`config.mk`:
```
export PLATFORM = sky130hd
export DESIGN_NAME = mcycle_unit
export DESIGN_NICKNAME = d
export VERILOG_FILES = /design/src/rtl/mcycle_pkg.sv /design/src/rtl/mcycle_step.sv /design/src/rtl/mcycle_unit.sv
export SDC_FILE = /design/constraint.sdc
export NUM_CORES = 1
export LEC_CHECK = 0
export CORE_MARGIN = 5
export CORE_UTILIZATION = 60
export DETAILED_ROUTE_END_ITERATION = 8
export GPL_ROUTABILITY_DRIVEN = 1
export PLACE_DENSITY = 0.82
export SYNTH_ARGS = -nofsm -noshare
export SYNTH_HDL_FRONTEND = slang
export SYNTH_HIERARCHICAL = 1
export SYNTH_SLANG_ARGS = --single-unit
```
`constraint.sdc`:
```
create_clock -name CLK -period 8.9 [get_ports CLK]
set_clock_uncertainty 0.1 [all_clocks]
set_input_delay 1.335 -clock CLK [delete_from_list [all_inputs] [get_ports CLK]]
set_output_delay 1.335 -clock CLK [all_outputs]
set_load 0.005 [all_outputs]
```
`src/rtl/mcycle_pkg.sv`:
```
// mcycle_pkg: shared definitions for the multi-cycle multiply/divide unit.
//   - MC_WIDTH   : default operand width (iteration count equals width)
//   - MC_MULU/MC_MULS/MC_DIVU/MC_DIVS : MCycleOp encodings
//   - mc_state_t : two-state controller encoding
package mcycle_pkg;

    localparam int MC_WIDTH = 32;

    localparam logic [1:0] MC_MULU = 2'b00;
    localparam logic [1:0] MC_MULS = 2'b01;
    localparam logic [1:0] MC_DIVU = 2'b10;
    localparam logic [1:0] MC_DIVS = 2'b11;

    typedef enum logic {
        MC_IDLE = 1'b0,
        MC_COMP = 1'b1
    } mc_state_t;

endpackage

```
`src/rtl/mcycle_step.sv`:
```
// mcycle_step: one radix-2 iteration, purely combinational.
//   acc      in  2*WIDTH  multiply: {partial sum, remaining multiplier}
//                         divide:   {partial remainder, remaining dividend}
//   operand  in  WIDTH    multiplicand magnitude or divisor magnitude
//   div_mode in  1        0 = shift-add multiply, 1 = restoring divide
//   acc_next out 2*WIDTH  accumulator after this iteration (divide: bit 0 is 0)
//   q_bit    out 1        quotient bit produced by this divide iteration
module mcycle_step
    import mcycle_pkg::*;
#(
    parameter int WIDTH = MC_WIDTH
) (
    input  logic [2*WIDTH-1:0] acc,
    input  logic [WIDTH-1:0]   operand,
    input  logic               div_mode,
    output logic [2*WIDTH-1:0] acc_next,
    output logic               q_bit
);

    logic [WIDTH:0]   sum_s;
    logic [WIDTH:0]   rem_sh_s;
    logic [WIDTH:0]   diff_s;
    logic [WIDTH-1:0] dvd_sh_s;
    logic             ge_s;

    // Single iteration of either shift-add multiply or restoring divide.
    always_comb begin
        sum_s    = {1'b0, acc[2*WIDTH-1:WIDTH]};
        rem_sh_s = acc[2*WIDTH-1:WIDTH-1];
        dvd_sh_s = {acc[WIDTH-2:0], 1'b0};
        diff_s   = {1'b0, rem_sh_s[WIDTH-1:0]} - {1'b0, operand};
        ge_s     = 1'b0;
        acc_next = acc;
        q_bit    = 1'b0;
        if (div_mode) begin
            // The shifted remainder is < 2*divisor, so if its top bit is set it
            // certainly exceeds the divisor; otherwise the borrow of the
            // WIDTH+1 subtraction is the compare result.
            ge_s = rem_sh_s[WIDTH] | ~diff_s[WIDTH];
            if (ge_s) begin
                acc_next = {diff_s[WIDTH-1:0], dvd_sh_s};
            end else begin
                acc_next = {rem_sh_s[WIDTH-1:0], dvd_sh_s};
            end
            q_bit = ge_s;
        end else begin
            if (acc[0]) begin
                sum_s = {1'b0, acc[2*WIDTH-1:WIDTH]} + {1'b0, operand};
            end else begin
                sum_s = {1'b0, acc[2*WIDTH-1:WIDTH]};
            end
            // Carry out of the add becomes the new MSB after the right shift.
            acc_next = {sum_s, acc[WIDTH-1:1]};
        end
    end

endmodule

```
`src/rtl/mcycle_unit.sv`:
```
// mcycle_unit: multi-cycle 32x32 multiply / divide unit (radix-2, WIDTH iterations).
//   CLK       in  1      core clock, rising edge
//   Reset     in  1      asynchronous active-high reset
//   Start     in  1      start request (condition-qualified MULWrite)
//   MCycleOp  in  2      00 mulu, 01 muls, 10 divu, 11 divs
//   Operand1  in  WIDTH  multiplicand / dividend
//   Operand2  in  WIDTH  multiplier / divisor
//   Result1   out WIDTH  product low word / quotient
//   Result2   out WIDTH  product high word / remainder
//   Busy      out 1      stall request (combinational from Start in IDLE)
//   Done      out 1      one-cycle pulse when results become valid
module mcycle_unit
    import mcycle_pkg::*;
#(
    parameter int WIDTH = MC_WIDTH
) (
    input  logic             CLK,
    input  logic             Reset,
    input  logic             Start,
    input  logic [1:0]       MCycleOp,
    input  logic [WIDTH-1:0] Operand1,
    input  logic [WIDTH-1:0] Operand2,
    output logic [WIDTH-1:0] Result1,
    output logic [WIDTH-1:0] Result2,
    output logic             Busy,
    output logic             Done
);

    localparam int CW = $clog2(WIDTH) + 1;

    mc_state_t          state_r;
    logic [1:0]         op_r;
    logic [2*WIDTH-1:0] acc_r;
    logic [WIDTH-1:0]   opnd_r;
    logic [WIDTH-1:0]   orig1_r;
    logic               sign1_r;
    logic               sign2_r;
    logic [CW-1:0]      count_r;
    logic [WIDTH-1:0]   result1_r;
    logic [WIDTH-1:0]   result2_r;
    logic               done_r;

    logic               op_signed_s;
    logic               op_div_s;
    logic [WIDTH-1:0]   mag1_s;
    logic [WIDTH-1:0]   mag2_s;
    logic [2*WIDTH-1:0] step_acc_s;
    logic               step_q_s;
    logic [2*WIDTH-1:0] acc_next_s;
    logic               is_div_r_s;
    logic               is_signed_r_s;
    logic               last_s;
    logic [2*WIDTH-1:0] prod_neg_s;
    logic [WIDTH-1:0]   quot_neg_s;
    logic [WIDTH-1:0]   rem_neg_s;
    logic [WIDTH-1:0]   fix_r1_s;
    logic [WIDTH-1:0]   fix_r2_s;

    mcycle_step #(
        .WIDTH (WIDTH)
    ) u_step (
        .acc      (acc_r),
        .operand  (opnd_r),
        .div_mode (is_div_r_s),
        .acc_next (step_acc_s),
        .q_bit    (step_q_s)
    );

    // Operand magnitudes for the start edge (absolute value only for signed ops).
    always_comb begin
        op_signed_s = (MCycleOp == MC_MULS) || (MCycleOp == MC_DIVS);
        op_div_s    = (MCycleOp == MC_DIVU) || (MCycleOp == MC_DIVS);
        if (op_signed_s && Operand1[WIDTH-1]) begin
            mag1_s = ~Operand1 + {{(WIDTH-1){1'b0}}, 1'b1};
        end else begin
            mag1_s = Operand1;
        end
        if (op_signed_s && Operand2[WIDTH-1]) begin
            mag2_s = ~Operand2 + {{(WIDTH-1){1'b0}}, 1'b1};
        end else begin
            mag2_s = Operand2;
        end
    end

    // Merge the quotient bit into the vacated LSB and derive the sign fix-up.
    always_comb begin
        is_div_r_s    = (op_r == MC_DIVU) || (op_r == MC_DIVS);
        is_signed_r_s = (op_r == MC_MULS) || (op_r == MC_DIVS);
        last_s        = (count_r == CW'(WIDTH - 1));
        acc_next_s    = {step_acc_s[2*WIDTH-1:1], step_acc_s[0] | step_q_s};
        prod_neg_s    = ~acc_next_s + {{(2*WIDTH-1){1'b0}}, 1'b1};
        quot_neg_s    = ~acc_next_s[WIDTH-1:0] + {{(WIDTH-1){1'b0}}, 1'b1};
        rem_neg_s     = ~acc_next_s[2*WIDTH-1:WIDTH] + {{(WIDTH-1){1'b0}}, 1'b1};
        fix_r1_s      = acc_next_s[WIDTH-1:0];
        fix_r2_s      = acc_next_s[2*WIDTH-1:WIDTH];
        if (is_div_r_s) begin
            if (opnd_r == {WIDTH{1'b0}}) begin
                // Divide by zero: fixed quotient, remainder is the original dividend.
                fix_r1_s = {WIDTH{1'b1}};
                fix_r2_s = orig1_r;
            end else if (is_signed_r_s) begin
                fix_r1_s = (sign1_r ^ sign2_r) ? quot_neg_s : acc_next_s[WIDTH-1:0];
                fix_r2_s = sign1_r ? rem_neg_s : acc_next_s[2*WIDTH-1:WIDTH];
            end else begin
                fix_r1_s = acc_next_s[WIDTH-1:0];
                fix_r2_s = acc_next_s[2*WIDTH-1:WIDTH];
            end
        end else begin
            if (is_signed_r_s && (sign1_r ^ sign2_r)) begin
                fix_r1_s = prod_neg_s[WIDTH-1:0];
                fix_r2_s = prod_neg_s[2*WIDTH-1:WIDTH];
            end else begin
                fix_r1_s = acc_next_s[WIDTH-1:0];
                fix_r2_s = acc_next_s[2*WIDTH-1:WIDTH];
            end
        end
    end

    // Controller: capture on start, iterate while computing, publish on the last edge.
    always_ff @(posedge CLK or posedge Reset) begin
        if (Reset) begin
            state_r   <= MC_IDLE;
            op_r      <= 2'b00;
            acc_r     <= {(2*WIDTH){1'b0}};
            opnd_r    <= {WIDTH{1'b0}};
            orig1_r   <= {WIDTH{1'b0}};
            sign1_r   <= 1'b0;
            sign2_r   <= 1'b0;
            count_r   <= {CW{1'b0}};
            result1_r <= {WIDTH{1'b0}};
            result2_r <= {WIDTH{1'b0}};
            done_r    <= 1'b0;
        end else begin
            case (state_r)
                MC_IDLE: begin
                    done_r <= 1'b0;
                    if (Start) begin
                        op_r    <= MCycleOp;
                        orig1_r <= Operand1;
                        sign1_r <= op_signed_s & Operand1[WIDTH-1];
                        sign2_r <= op_signed_s & Operand2[WIDTH-1];
                        // Low half holds the bits consumed one per iteration:
                        // the multiplier for multiply, the dividend for divide.
                        if (op_div_s) begin
                            acc_r  <= {{WIDTH{1'b0}}, mag1_s};
                            opnd_r <= mag2_s;
                        end else begin
                            acc_r  <= {{WIDTH{1'b0}}, mag2_s};
                            opnd_r <= mag1_s;
                        end
                        count_r <= {CW{1'b0}};
                        state_r <= MC_COMP;
                    end else begin
                        state_r <= MC_IDLE;
                    end
                end
                MC_COMP: begin
                    acc_r   <= acc_next_s;
                    count_r <= count_r + {{(CW-1){1'b0}}, 1'b1};
                    if (last_s) begin
                        result1_r <= fix_r1_s;
                        result2_r <= fix_r2_s;
                        done_r    <= 1'b1;
                        state_r   <= MC_IDLE;
                    end else begin
                        done_r  <= 1'b0;
                        state_r <= MC_COMP;
                    end
                end
                default: begin
                    done_r  <= 1'b0;
                    state_r <= MC_IDLE;
                end
            endcase
        end
    end

    // Busy covers the request cycle itself so the core stalls immediately.
    assign Busy    = ((state_r == MC_IDLE) & Start) | (state_r == MC_COMP);
    assign Done    = done_r;
    assign Result1 = result1_r;
    assign Result2 = result2_r;

endmodule

```
; ---- Yosys cells after proc, flatten, opt, wreduce, memory -nomap -nowiden
; Cells that the tools add are included.
[totals]
register_bits = 204
in_bits = 69
out_inout_bits = 66
elab_cells = 78
[classes]
n_addsub = 8
eq_ne = 8
mux = 27
bitwise = 14
n_reduce_logical = 10
[op_table]
columns = op, count
row1 = $mux W32, 14
row2 = $mux W64, 3
row3 = $add A32 B1 Y32 const B, 4
row4 = $not A32 Y32, 4
row5 = $pmux W64 S2, 1
row6 = $add A64 B1 Y64 const B, 1
row7 = $not A64 Y64, 1
row8 = $add A32 B32 Y33, 1
row9 = $mux W33, 1
row10 = $sub A32 B32 Y33, 1
row11 = $logic_not A32 Y1, 1
row12 = $pmux W6 S2, 1
row13 = $eq A2 B2 Y1 const B, 4
row14 = $add A6 B1 Y6 const B, 1
row15 = $eq A6 B5 Y1 const B, 1
row16 = $mux W6, 1
row17 = $eq A2 B1 Y1 const B, 2
row18 = $logic_or A1 B1 Y1, 4
row19 = $mux W1, 4
row20 = $pmux W1 S2, 2
row21 = $reduce_and A2 Y1, 2
row22 = $and A1 B1 Y1, 3
row23 = $logic_and A1 B1 Y1, 3
row24 = $or A1 B1 Y1, 3
row25 = 3 further kinds, 4

; ---- Depth between registers and ports, before layout
; Gate-level depths: netlist (run 1).
[depth]
ltp_word = 12
ltp_mapped = 22
mapped_depth_nobuf = 20

; ---- Modules after synthesis
; The synthesis (run 1) kept the hierarchy.
[modules_own_cells]
columns = module, instances, cells_per_inst, area_each_um2, seq_area_each_um2
row1 = mcycle_unit, 1, 1446, 12532.0, 5104.9
row2 = mcycle_step, 1, 683, 4782.1, 0.0

; ---- Least setup slack after synthesis (run 1)
; OpenSTA, ideal clock, no wires.
[synth_path]
path_type = flip-flop to flip-flop
start = register acc_r[31]
end = register result2_r[31], in the netlist Result2[31]
setup_ps = 118
arrival_ps = 4862
t_required_ps = 8682
setup_slack_ps = 3820
path_stages_with_launch = 22
n_path_buf = 3
synth_period_minus_slack_ps = 5080
cell_sequence = dfrtp_1 > inv_1 > ha_1 > fa_1 > and2b_1 > o2111ai_1 > a31o_1 > o41ai_4 > a41oi_2 > o21ai_4 > a31oi_4 > buf_2 > mux2i_1 > a22oi_1 > buf_2 > or4_1 > clkbuf_1 > or3_1 > nor4_1 > mux2i_1 > o221ai_1 > a21o_1
[synth_between]
elab_chain_len = 11
word_cells_on_any_way = 16
classes_between = add/sub (3) / mux (8) / bitwise (5)
[synth_lines]
columns = item, line
row1 = from (decl), mcycle_unit.sv:33  ; logic [2*WIDTH-1:0] acc_r;
row2 = from (signal assigned), mcycle_unit.sv:124  ; acc_r <= {(2*WIDTH){1'b0}};
row3 = from (signal assigned), mcycle_unit.sv:145  ; acc_r <= {{WIDTH{1'b0}}, mag1_s};
row4 = from (signal assigned), mcycle_unit.sv:148  ; acc_r <= {{WIDTH{1'b0}}, mag2_s};
row5 = $sub A32 B32 Y33 (*), mcycle_step.sv:31  ; diff_s = {1'b0, rem_sh_s[WIDTH-1:0]} - {1'b0, operand};
row6 = $not A1 Y1, mcycle_step.sv:39  ; ge_s = rem_sh_s[WIDTH] | ~diff_s[WIDTH];
row7 = $or A1 B1 Y1, mcycle_step.sv:39
row8 = $mux W64 (*), mcycle_step.sv:40  ; if (ge_s) begin
row9 = $mux W64 (*), mcycle_step.sv:35  ; if (div_mode) begin
row10 = named net step_acc_s[54], mcycle_unit.sv:47  ; logic [2*WIDTH-1:0] step_acc_s;
row11 = $not A32 Y32, mcycle_unit.sv:93  ; rem_neg_s = ~acc_next_s[2*WIDTH-1:WIDTH] + {{(WIDTH-1){1'b0}}, 1'b1};
row12 = $add A32 B1 Y32, mcycle_unit.sv:93
row13 = $mux W32, mcycle_unit.sv:103  ; fix_r2_s = sign1_r ? rem_neg_s : acc_next_s[2*WIDTH-1:WIDTH];
row14 = $mux W32, mcycle_unit.sv:101  ; end else if (is_signed_r_s) begin
row15 = $mux W32, mcycle_unit.sv:97  ; if (opnd_r == {WIDTH{1'b0}}) begin
row16 = $mux W32 (*), mcycle_unit.sv:96  ; if (is_div_r_s) begin
row17 = to (signal assigned), mcycle_unit.sv:131  ; result2_r <= {WIDTH{1'b0}};
row18 = to (signal assigned), mcycle_unit.sv:162  ; result2_r <= fix_r2_s;
row19 = to (decl), mcycle_unit.sv:40  ; logic [WIDTH-1:0] result2_r;
; Mark *: on every way through the listed nets, which the timed path passes. The rest lies on a longest branch.
; A chain may end at the register's enable or synchronous reset.

; ---- Worst setup path after layout (run 1)
[layout_path]
start = register acc_r[31]
end = register result2_r[14], in the netlist Result2[14]
[layout_between]
word_cells_on_any_way = 16
classes_between = add/sub (3) / mux (8) / bitwise (5)
[layout_rtl]
columns = item, line
row1 = $sub A32 B32 Y33, mcycle_step.sv:31
row2 = $not A1 Y1, mcycle_step.sv:39
row3 = $or A1 B1 Y1, mcycle_step.sv:39
row4 = $mux W1, mcycle_step.sv:35
row5 = named net step_q_s, mcycle_unit.sv:48  ; logic step_q_s;
row6 = $or A1 B1 Y1, mcycle_unit.sv:90  ; acc_next_s = {step_acc_s[2*WIDTH-1:1], step_acc_s[0] | step_q_s};
row7 = $not A64 Y64, mcycle_unit.sv:91  ; prod_neg_s = ~acc_next_s + {{(2*WIDTH-1){1'b0}}, 1'b1};
row8 = $add A64 B1 Y64, mcycle_unit.sv:91
row9 = $mux W32, mcycle_unit.sv:109  ; if (is_signed_r_s && (sign1_r ^ sign2_r)) begin
row10 = $mux W32, mcycle_unit.sv:96
; The timed path passes the listed nets, and every way through them passes these cells.

==> results of run 1 <==
==> routing by layer <==
layer  vias up  global-route usage  share of wire
met4         0               0.226          0.074
li1       7938                   -              -
met3       252              0.0770           0.11
met5         -                   0              0
met1      8595               0.525           0.39
met2      1271               0.591           0.43
==> sequential cells by signal, summed over array words and instances (netlist names) <==
| signal | flops |
|---|---|
| sign2_r | 1 |
| orig1_r | 32 |
| Result2 | 32 |
| acc_r | 64 |
| op_r | 2 |
| Done | 1 |
| sign1_r | 1 |
| Result1 | 32 |
| count_r | 6 |
| state_r | 1 |
| opnd_r | 32 |
==> cell usage after synthesis (all sizes together) (12+ instances only) <==
| master | number |
|---|---|
| xor2 | 75 |
| o221ai | 16 |
| nor4 | 50 |
| a21oi | 178 |
| or3 | 17 |
| xnor2 | 105 |
| a211oi | 38 |
| clkbuf | 124 |
| mux2 | 39 |
| nand3 | 38 |
| buf | 21 |
| nor3 | 37 |
| ha | 69 |
| a22oi | 24 |
| a22o | 30 |
| o41ai | 14 |
| dfrtp | 204 |
| o21a | 14 |
| or4 | 17 |
| nand2 | 267 |
| a21o | 35 |
| a31oi | 73 |
| o21ai | 122 |
| nor2b | 38 |
| o31ai | 26 |
| nand4 | 22 |
| inv | 65 |
| nor2 | 157 |
| mux2i | 54 |
| o211ai | 16 |
| and3 | 12 |
==> through the flow <==
stage / hold slack [ns] / util / area [um^2] / power (W) / std cells
after floorplan: 0.337 / - / 17300 / 0.00655 / 2129
after global placement: 0.361 / 0.657 / 18800 / 0.00864 / 2540
after detailed placement: 0.369 / 0.657 / 18800 / 0.00872 / 2540
after CTS: 0.383 / 0.687 / 19700 / 0.00987 / 2586
after global routing: 0.405 / 0.687 / 19700 / 0.0107 / 2586
final: 0.386 / 0.687 / 19700 / 0.0101 / 2586
==> layout make-up <==
type,instances,area [um^2],area share
clock buffer,32,692,0.0352
clock inverter,14,175,0.00891
inverter,67,259,0.0132
multi-input combinational,1713,11300,0.576
sequential,204,5110,0.260
tap,384,480,0.0244
timing repair buffer,172,1620,0.0824
==> cell families (layout without fill, tap and decap cells) <==
group	after synthesis	after routing	share of synthesized area
adders and majority gates	71	71	0.0522
buffers and inverters	212	285	0.0512
DFF	204	204	0.295
and+or+nand+nor	697	697	0.197
AOI/OAI and AO/OA	672	672	0.257
muxes	93	93	0.0566
xor gates and xnor gates	180	180	0.0911
==> power by group through the flow <==
stage / clock, W / sequential, W / combinational [W]
2_1_floorplan: 0 / 0.00167 / 0.00488
3_3_place_gp: 0 / 0.00190 / 0.00673
3_5_place_dp: 0 / 0.00192 / 0.00680
4_1_cts: 0.00109 / 0.00191 / 0.00687
5_1_grt: 0.00113 / 0.00198 / 0.00755
6_report: 0.00109 / 0.00194 / 0.00710
==> how the worst min path moves through the flow <==
stage / from / end / slack, ns / cells after the start
after floorplan: orig1_r[21] / orig1_r[21] / 0.34 / 2
after global placement: orig1_r[9] / orig1_r[9] / 0.36 / 2
after detailed placement: orig1_r[2] / orig1_r[2] / 0.37 / 2
after CTS: orig1_r[9] / orig1_r[9] / 0.38 / 2
after global routing: orig1_r[15] / orig1_r[15] / 0.41 / 2
final: orig1_r[11] / orig1_r[11] / 0.39 / 2
==> worst max-delay path: stages, from the launching register on <==
cell and delay [ns]:
dfrtp_1 0.39, inv_1 0.08, ha_1 0.18, fa_1 0.26, and2b_1 0.22, o2111ai_1 0.29
a31o_1 0.27, o41ai_4 0.11, a41oi_2 0.31, o21ai_4 0.13, a31oi_4 0.79, nor2_1 0.25
nor2_1 0.45, ha_1 0.27, nor4b_1 0.62, nand4_1 0.41, nor4_1 0.75, nor2_1 0.12
xnor2_1 0.18, a221o_1 0.34
==> summary.txt, run 1 <==
Run status
  • Status: completed

Pwr
  • Sw frac: 0.517
  • Pwr per Cell Area: 515 nW/um^2
  • Flop pwr share: 0.191
  • Sw Pwr: around 0.0052 W
  • Peak VDD IR: between 200 and 300 uV
  • Clk pwr share: 0.108
  • Pint: 0.00489 W
  • Leakage: between 8 and 9 nW
  • Gate power share: 0.701

Worst setup path
  • Crit path required time: 9.23 ns
  • Worst-path fanout max: 21
  • Critical Path End: Result2[14]
  • Reg2reg path depth: 19
  • Startpoint types: flop
  • Flop2flop setup slack: between 2 and 2.5 ns
  • Worst Setup End Kind: flop
  • Setup CP Type: reg2reg
  • Crit path arrival time: 6.99 ns
  • R2r startpoint: acc_r[31]
  • Worst setup path startpoint: acc_r[31]
  • Critical R2R Capture: Result2[14]

Final layout
  • Area delta synth->final: 13.6%
  • Fillers: roughly 2300
  • Most frequent cells in the layout: nand2_1, dfrtp_1, a21oi_1, nor2_1, clkdlybuf4s50_1
  • N_diodes: 0
  • Layout cell share with drive strength beyond 1: 0.0758
  • Commonest non-fill, non-tap cell in the layout: nand2_1
  • Nets@finish: between 2000 and 2500

Placement
  • Global placer's final weighted congestion: between 1 and 1.5
  • Dpl hpwl: just under 50000 um
  • Post-Place Worst Slack: around 2.6 ns
  • I/O Buffers: between 100 and 150

GRT
  • Vias in the first global route: 17100
  • Initial antenna violation count: 0
  • GRT overflow: 0
  • GRT Total Usage: 0.391
  • First-pass GRT wire length: 101000 um
  • Largest net degree at the start of global routing: between 100 and 150

Route
  • Routed len/inst: approximately 26 um
  • Via-to-Cell Ratio: between 6 and 7
  • DRC Markers: 0
  • Routed WL: ~66000 um
  • Vias: approximately 18000
  • Number of DRC markers in iteration 0: around 2500
  • Post-route antenna net violation count: 0
  • Pre-antenna DRT Iters: 5

Floorplanning
  • Initial core utilization: 0.605
  • I/O pin total: 135
  • Die area: ~32000 um^2
  • Core footprint: approximately 29000 um^2
  • Die Span Y: 180 um
  • Die width: between 150 and 200 um
  • Row cnt: 62

Logic synthesis
  • Post-synth EDFFs: 0
  • Seq/Total Area, Yosys: 0.295
  • Cells after Synth: ~2100
  • Ys flop type: dfrtp_1
  • Ys Warns: 6
  • Syn nets: 2269
  • Synth Register Bits: ~200
  • Post-Syn Area per Cell: a little over 8 um^2
  • Async SR Flop Fraction: 1.00
  • Main area contributors after synthesis: dfrtp_1, nand2_1, xnor2_1
  • Synth cell types: 86
  • Largest area contributor in the netlist: dfrtp_1
  • Top cell type's share of synthesized area: 0.295
  • Synthesized area: 17300 um^2

Timing
  • TNS Setup: 0 ns
  • Setup violators final: 0
  • Period minus WS final: around 6.7 ns
  • Setup ws final: ~2.2 ns
  • Final hold violation count: 0
  • RSZ-0062 raised after global routing: no
  • Highest Clock Rate: about 0.15 GHz
  • Pins over their slew limit: 0
  • Relative slew slack: 0.291
  • Slew @ Worst Pin: about 1.1 ns
  • Post-route clock period utilization: 0.748

Clock network
  • Hold buffers post-CTS: 0
  • Clock latency on the worst-skew pair: around 0.56 ns
  • Setup Buffers After CTS: 0
  • CTS tree: yes
  • Clock Sinks: slightly above 200
  • Longest Clk Path Bufs: 3
  • CTS buffer count: 25
  • Htree depth: 1
  • Root Buffer: clkbuf_16
  • Post-CTS sizing: 0
  • Clock transition at the registers of the reported paths: about 0.060 ns

Flow run
  • MaxCap Viol Count: 0

Hold path
  • HP Class: reg2reg
Note: power is estimated with default switching activity, not from simulation.
==> run 2, diff against run 1 <==
- clock period: 8.9 -> 6.2 ns (I/O delays scaled with it)
==> run 2 against run 1 <==
- worst hold slack got worse by 0.0032 ns
- sequential power rose by 43%
- power rose by 42%
- via count barely moved
- non-clock buffer count rose by 20
- final cell count rose by 0.70%
- critical path type unchanged
- largest cell class unchanged
- largest power group unchanged
==> summary.txt, run 2 (same netlist as run 1, synthesis figures left out) <==
Run status
  • Status: completed

Final layout
  • Largest Register: acc_r
  • Max reg flops: 64 (unchanged)
  • Area delta synth->final: 14.1%
  • Most frequent cells in the layout: nand2_1, dfrtp_1, a21oi_1, nor2_1, clkdlybuf4s50_1
  • Commonest non-fill, non-tap cell in the layout: nand2_1
  • Fillers: 2307 (-1.1%)
  • Layout cell share with drive strength beyond 1: 0.0833 (+0.00749)
  • Nets@finish: 2342 (+0.82%)
  • N_diodes: 0 (unchanged)
  • Final Cell Area: 19800 um^2 (+0.46%)

Route
  • Routed len/inst: 25.5 um (-0.57%)
  • Routed WL: 66400 um (+0.12%)
  • Pre-antenna DRT Iters: 6 (+1)
  • Via-to-Cell Ratio: 6.93 (-0.70%)
  • DRC Markers: 0 (unchanged)
  • Vias: 18100 (-0.011%)
  • Number of DRC markers in iteration 0: 2375 (-5.4%)
  • Post-route antenna net violation count: 0 (unchanged)

Clock network
  • Hold buffers post-CTS: 0 (unchanged)
  • CTS tree: yes
  • Clock latency on the worst-skew pair: 0.56 ns (about the same)
  • Clock Sinks: 204 (unchanged)
  • Root Buffer: clkbuf_16
  • CTS buffer count: 24 (-4.0%)
  • Htree depth: 1 (unchanged)
  • Clock transition at the registers of the reported paths: 0.06 ns (about the same)
  • Longest Clk Path Bufs: 3 (unchanged)

Timing
  • Hold_ws: 0.382 ns (-0.00324 ns)
  • Slew @ Worst Pin: 1.03 ns (-0.0285 ns)
  • Post-route clock period utilization: 0.936 (+0.188)
  • Relative slew slack: 0.310 (+0.0191)
  • RSZ-0062 raised after global routing: no
  • Final hold violation count: 0 (unchanged)
  • Highest Clock Rate: 0.172 GHz (+15%)
  • TNS Setup: 0 ns (unchanged)
  • Pins over their slew limit: 0 (unchanged)
  • Period minus WS final: 5.80 ns (-0.855 ns)
  • Setup violators final: 0 (unchanged)

Floorplanning
  • Initial core utilization: 0.605 (unchanged)
  • Die Span Y: 180 um (unchanged)
  • Die width: 180 um (unchanged)
  • Core footprint: 28600 um^2 (unchanged)
  • Row cnt: 62 (unchanged)
  • I/O pin total: 135 (unchanged)
  • Die area: 32400 um^2 (unchanged)

Worst setup path
  • Worst Setup End Kind: flop
  • Setup CP Type: reg2reg
  • Crit path arrival time: 6.15 ns (-0.84 ns)
  • Worst setup path startpoint: acc_r[31]
  • Worst-path fanout max: 11 (-48%)
  • Crit path required time: 6.54 ns (-2.69 ns)
  • R2r startpoint: acc_r[31]
  • Startpoint types: flop

Placement
  • Global placer's final weighted congestion: 1.01 (-3.4%)
  • I/O Buffers: 134 (unchanged)
  • Placed Area: 18900 um^2 (+0.73%)
  • Dpl hpwl: 49600 um (+1.8%)

GRT
  • Initial antenna violation count: 0 (unchanged)
  • Vias in the first global route: 17300 (+1.4%)
  • GRT overflow: 0 (unchanged)
  • First-pass GRT wire length: 102000 um (+0.34%)
  • Largest net degree at the start of global routing: 96 (-27%)
  • GRT Total Usage: 0.394 (+0.00236)

Hold path
  • Hold path startpoint: orig1_r[25]
  • HP Class: reg2reg

Flow run
  • MaxCap Viol Count: 0 (unchanged)

Pwr
  • Leakage: 8.17 nW (+0.77%)
  • Pwr per Cell Area: 730 nW/um^2 (+42%)
  • Peak VDD IR: 395 uV (+54%)
[run 2: final timing paths]
kind | endpoint | slack, ns | cells past startpoint
setup / recovery | Result2[31] | 0.40 | 20
hold / removal | orig1_r[25] | 0.38 | 2
setup reg to reg | Result2[31] | 0.40 | 20
hold reg to reg | orig1_r[25] | 0.38 | 2
max in group asynchronous | state_r | 4.09 | 3
min in group asynchronous | orig1_r[8] | 0.68 | 2
[run 2: routing by layer]
metal,wire length (um),up-vias,GRT usage,part of all wire
met5,0,-,0,0
met4,5080,0,0.235,0.076
met3,6840,266,0.0705,0.10
met2,29700,1196,0.629,0.45
met1,24800,8610,0.500,0.37
li1,-,7982,-,-
[run 2: report_power, final]
group          internal, W  switching (W)
clock             0.000798       0.000629
sequential         0.00197       0.000800
combinational      0.00419        0.00603
total              0.00697        0.00745
[run 2: timing repair]
action,4_1_cts,5_1_grt
setup buffers,0,3
gates resized for setup,0,3
setup endpoints to repair,0,6
[run 2: area by class of cell]
| type | count | area, um^2 | area share |
|---|---|---|---|
| Inverter | 67 | 255 | 0.0129 |
| Timing Repair Buffer | 192 | 1780 | 0.0903 |
| Sequential cell | 204 | 5110 | 0.259 |
| Clock buffer | 30 | 653 | 0.0331 |
| Clock inverter | 14 | 135 | 0.00684 |
| Multi-Input combinational cell | 1713 | 11300 | 0.574 |
| Tap cell | 384 | 480 | 0.0243 |
[run 2: stage by stage]
stage          power, W   util  setup WS, ns  std cells
2_1_floorplan   0.00941      -          1.12       2129
3_3_place_gp     0.0123  0.662         0.438       2557
3_5_place_dp     0.0125  0.662         0.272       2557
4_1_cts          0.0140  0.689         0.209       2601
5_1_grt          0.0152  0.690        0.0720       2604
6_report         0.0144  0.690         0.397       2604
[run 2: critical path, stage by stage (launching register included)]
cell       delay [ns]
dfrtp_1          0.37
inv_1            0.07
ha_1             0.23
fa_1             0.41
and2b_1          0.24
o2111ai_1        0.18
a31o_1           0.31
o41ai_4          0.37
a41oi_2          0.29
o21ai_4          0.31
a31oi_4          0.23
buf_4            0.25
mux2i_1          0.16
a21oi_1          0.18
buf_4            0.22
or4_1            0.50
or3_1            0.41
nor4_1           0.33
mux2i_1          0.23
o221ai_1         0.14
a21o_1           0.17
==> RTL change 1: new RTL, settings of run 1 <==
Add an input register stage for `Start`, `MCycleOp`, `Operand1` and `Operand2`, cleared by the reset; this delays them by one clock. Comments in the files are not updated.
--- a/src/rtl/mcycle_unit.sv
+++ b/src/rtl/mcycle_unit.sv
@@ -28,6 +28,25 @@
 
     localparam int CW = $clog2(WIDTH) + 1;
 
+    logic Start_q;
+    logic [1:0] MCycleOp_q;
+    logic [WIDTH-1:0] Operand1_q;
+    logic [WIDTH-1:0] Operand2_q;
+
+    always_ff @(posedge CLK or posedge Reset) begin
+        if (Reset) begin
+            Start_q    <= '0;
+            MCycleOp_q <= '0;
+            Operand1_q <= '0;
+            Operand2_q <= '0;
+        end else begin
+            Start_q    <= Start;
+            MCycleOp_q <= MCycleOp;
+            Operand1_q <= Operand1;
+            Operand2_q <= Operand2;
+        end
+    end
+
     mc_state_t          state_r;
     logic [1:0]         op_r;
     logic [2*WIDTH-1:0] acc_r;
@@ -68,17 +87,17 @@
 
     // Operand magnitudes for the start edge (absolute value only for signed ops).
     always_comb begin
-        op_signed_s = (MCycleOp == MC_MULS) || (MCycleOp == MC_DIVS);
-        op_div_s    = (MCycleOp == MC_DIVU) || (MCycleOp == MC_DIVS);
-        if (op_signed_s && Operand1[WIDTH-1]) begin
-            mag1_s = ~Operand1 + {{(WIDTH-1){1'b0}}, 1'b1};
-        end else begin
-            mag1_s = Operand1;
-        end
-        if (op_signed_s && Operand2[WIDTH-1]) begin
-            mag2_s = ~Operand2 + {{(WIDTH-1){1'b0}}, 1'b1};
-        end else begin
-            mag2_s = Operand2;
+        op_signed_s = (MCycleOp_q == MC_MULS) || (MCycleOp_q == MC_DIVS);
+        op_div_s    = (MCycleOp_q == MC_DIVU) || (MCycleOp_q == MC_DIVS);
+        if (op_signed_s && Operand1_q[WIDTH-1]) begin
+            mag1_s = ~Operand1_q + {{(WIDTH-1){1'b0}}, 1'b1};
+        end else begin
+            mag1_s = Operand1_q;
+        end
+        if (op_signed_s && Operand2_q[WIDTH-1]) begin
+            mag2_s = ~Operand2_q + {{(WIDTH-1){1'b0}}, 1'b1};
+        end else begin
+            mag2_s = Operand2_q;
         end
     end
 
@@ -134,11 +153,11 @@
             case (state_r)
                 MC_IDLE: begin
                     done_r <= 1'b0;
-                    if (Start) begin
-                        op_r    <= MCycleOp;
-                        orig1_r <= Operand1;
-                        sign1_r <= op_signed_s & Operand1[WIDTH-1];
-                        sign2_r <= op_signed_s & Operand2[WIDTH-1];
+                    if (Start_q) begin
+                        op_r    <= MCycleOp_q;
+                        orig1_r <= Operand1_q;
+                        sign1_r <= op_signed_s & Operand1_q[WIDTH-1];
+                        sign2_r <= op_signed_s & Operand2_q[WIDTH-1];
                         // Low half holds the bits consumed one per iteration:
                         // the multiplier for multiply, the dividend for divide.
                         if (op_div_s) begin
@@ -176,7 +195,7 @@
     end
 
     // Busy covers the request cycle itself so the core stalls immediately.
-    assign Busy    = ((state_r == MC_IDLE) & Start) | (state_r == MC_COMP);
+    assign Busy    = ((state_r == MC_IDLE) & Start_q) | (state_r == MC_COMP);
     assign Done    = done_r;
     assign Result1 = result1_r;
     assign Result2 = result2_r;
Check against the original RTL: not equivalent (a bounded check fails within 4 cycles, from zero or initial values and one cycle with Reset high).
==> RTL change 1 against run 1 <==
Combinational power fell by 5.1%. Sequential cell count rose by 67. Area after synthesis rose by 9.2%. Design area rose by 8.8%. Core utilization fell by 0.39 points. Worst setup slack improved by 0.030 ns. Sequential share of layout area rose by 5.8 points. Critical path type unchanged. Routed wire length fell by 5.0%. Total power rose by 1.9%.
==> RTL change 1: results (changes against run 1) <==
Metal-1 WL = 24.3 mm (-6.1%)
Psw = 5.05 mW (-3.6%)
Layout Nets = 2423 (+4.3%)
hold worst-path end = orig1_r[21]
Slowest-stage cell, CP = or4b_2
signal buffers share of area = 7.43% (-0.82 points)
FF+latch area = 0.00679 mm^2 (+33%)
status = completed
CTS buffer count = 29 (+16%)
Post-Synth XOR/XNOR Area = 8.34% (-0.77 points)
FFs & Latches = 271 (+33%)
reg2reg end = Result2[20]
Netlist cell types = 87 (+1.2%)
via count = 18000 (-0.39%)
Slew HR = 14.0% (-15 points)
P_leak = 9.07 nW (+12%)
GRT met3 Usage = 5.77% (-1.9 points)
met2 wire len = 28.7 mm (+1.4%)
Multi-In Gates = 1745 (+1.9%)
Post-Synthesis Cells = 2237 (+5.1%)
share of cells above drive strength 1 = 6.25% (-1.3 points)
Final clock-cell share = 4.74% (+0.34 points)
peak supply drop = 0.000238 V (-7.5%)
first-pass iteration count of the detailed router = 6 (+1)
fraction of area in multi-input gates = 52.5% (-5.1 points)
Post-Route WL = 63.0 mm (-5.0%)
CP delay by family, top = compound AO/OA/AOI/OAI gates
reg-to-reg startpoint = opnd_r[0]
routed length on met3 = 5.62 mm (-22%)
HPWL after detailed placement = 46.5 mm (-4.7%)
Reg2Reg Setup Slack = 2.27 ns (+0.03 ns)
combinational power = 6.74 mW (-5.1%)
Overall Global Routing Usage = 34.6% (-4.6 points)
Non-clk invs = 69 (+3.0%)
CP peak stage delay = 0.72 ns (-0.07 ns)
Adder-Cell Fraction of Synth Area = 4.78% (-0.44 points)
GR Layer Usage met2 = 55.7% (-3.4 points)
drt initial violations = 1898 (-24%)
number of global-route vias before repair = 17300 (+1.5%)
first-pass GRT wire length = 97.6 mm (-3.7%)
Hold Startpoint = orig1_r[21]
bufs w/o clock = 167 (-2.9%)
largest net degree at the start of global routing = 100 (-24%)
flip-flop count of the largest register after layout = 64 (unchanged)
Synth Area in Compound Gates = 23.7% (-2.0 points)
non-filler instance count after layout = 2705 (+4.6%)
Worst Path Max Fanout = 18 (-14%)
Power Clock = 1.30 mW (+19%)
fillers = 2558 (+9.7%)
synth top area cells = dfrtp_1 36%, a21oi_1 6.2%, nand2_1 5.2%
clock buffers = 40 (+25%)
RTL change 1: changes by cell type after synthesis, sizes merged, moves of 8 or more:
cell / run 1 / this run
a31oi: 73 / 59
dfrtp: 204 / 271
mux2i: 54 / 43
a21oi: 178 / 237
and3: 12 / 29
nor2: 157 / 179
a22oi: 24 / 6
o211ai: 16 / 24
clkbuf: 124 / 133
nor4: 50 / 34
RTL change 1: stage by stage:
stage / setup WS [ns] / hold WS [ns] / instance area, um^2 / power [mW]
finish: 2.27 / 0.385 / 21400 / 10.3
global route: 1.90 / 0.402 / 21400 / 10.9
CTS: 2.43 / 0.384 / 21400 / 10.1
detailed placement: 2.48 / 0.368 / 20400 / 8.79
global placement: 2.60 / 0.358 / 20400 / 8.68
floorplan: 3.55 / 0.343 / 18900 / 6.95
==> RTL change 2: new RTL, config.mk and constraints of run 1 <==
Without the edit above. Set the package constant `MC_WIDTH` to 16 (it was 32).
--- a/src/rtl/mcycle_pkg.sv
+++ b/src/rtl/mcycle_pkg.sv
@@ -4,7 +4,7 @@
 //   - mc_state_t : two-state controller encoding
 package mcycle_pkg;
 
-    localparam int MC_WIDTH = 32;
+    localparam int MC_WIDTH = 16;
 
     localparam logic [1:0] MC_MULU = 2'b00;
     localparam logic [1:0] MC_MULS = 2'b01;
Ports: changed (resized Operand1, Operand2, Result1 and Result2); port bits go from 135 to 71. The function was not compared with the original's and may differ.
==> RTL change 2 against run 1 <==
Worst setup slack improved by 1.4 ns. Fmax rose by 28%. Die area fell by 47%. Area after synthesis fell by 49%. Clock power fell by 62%. Count of clock-buffer cells in the layout fell by 23. Critical path depth fell by 3. Total power fell by 53%. Sequential cell count fell by 97. Routed wire length fell by 58%. Design area fell by 50%. Core utilization fell by 0.55 points. Largest power group unchanged.
==> RTL change 2: results (changes against run 1) <==
Synth Area in Compound Gates = 24.8% (-0.96 points)
Clk network pwr share = 8.8% (-2.0 points)
Psw = 2.45 mW (-53%)
synth top area cells = dfrtp_1 30%, nand2_1 6.7%, ha_1 5.4%
status = completed
Slowest-stage cell, CP = or2_1
Port Buf Inserts = 70 (-48%)
peak supply drop = 0.000195 V (-24%)
CTS buffer count = 9 (-64%)
Post-Synth XOR/XNOR Area = 7.53% (-1.6 points)
CP peak stage delay = 0.72 ns (-0.07 ns)
drt initial violations = 1174 (-53%)
met2 wire len = 12.7 mm (-55%)
P_leak = 4.14 nW (-49%)
Metal-1 WL = 11.6 mm (-55%)
GRT met3 Usage = 4.28% (-3.4 points)
number of global-route vias before repair = 8258 (-52%)
flip-flop count of the largest register after layout = 32 (-50%)
clock latency on the worst-skew pair = 0.37 ns (-0.19 ns)
Synth top cells by count = 157 x nand2_1, 107 x dfrtp_1, 97 x nor2_1, 80 x a21oi_1, 78 x o21ai_0
Min Hold Slack = 0.392 ns (+0.00605 ns)
post-synthesis sequential area ratio = 30.3% (+0.82 points)
Post-Route WL = 28.0 mm (-58%)
Reg2Reg Setup Slack = 3.68 ns (+1.44 ns)
r2r worst-path depth = 16 (-3)
==> RTL change 2: cell types whose count changed after synthesis, moves of 39 or more <==
cell and delta:
a21oi_1 -98, nand2_1 -108, a31oi_1 -57, xor2_1 -51, clkbuf_1 -65, nor2_1 -60
dfrtp_1 -97, o21ai_0 -39, xnor2_1 -53
==> RTL change 2: final cells by class <==
| type | instances | share of cell area [%] |
|---|---|---|
| clock buffers | 9 | 2.28 |
| clock inverters | 7 | 0.824 |
| inverters | 50 | 1.93 |
| multi-input cells | 878 | 57.1 |
| flip-flops and latches | 107 | 27.1 |
| well taps | 184 | 2.33 |
| repair buffers | 87 | 8.39 |
==> RTL change 2: metrics by stage <==
step	setup WS, ns	std cells	instance area, um^2
after global placement	3.98	1306	9560
after detailed placement	3.82	1306	9560
after global routing	3.39	1322	9870
final	3.68	1322	9870
after floorplan	4.59	1104	8840
after CTS	3.77	1322	9870
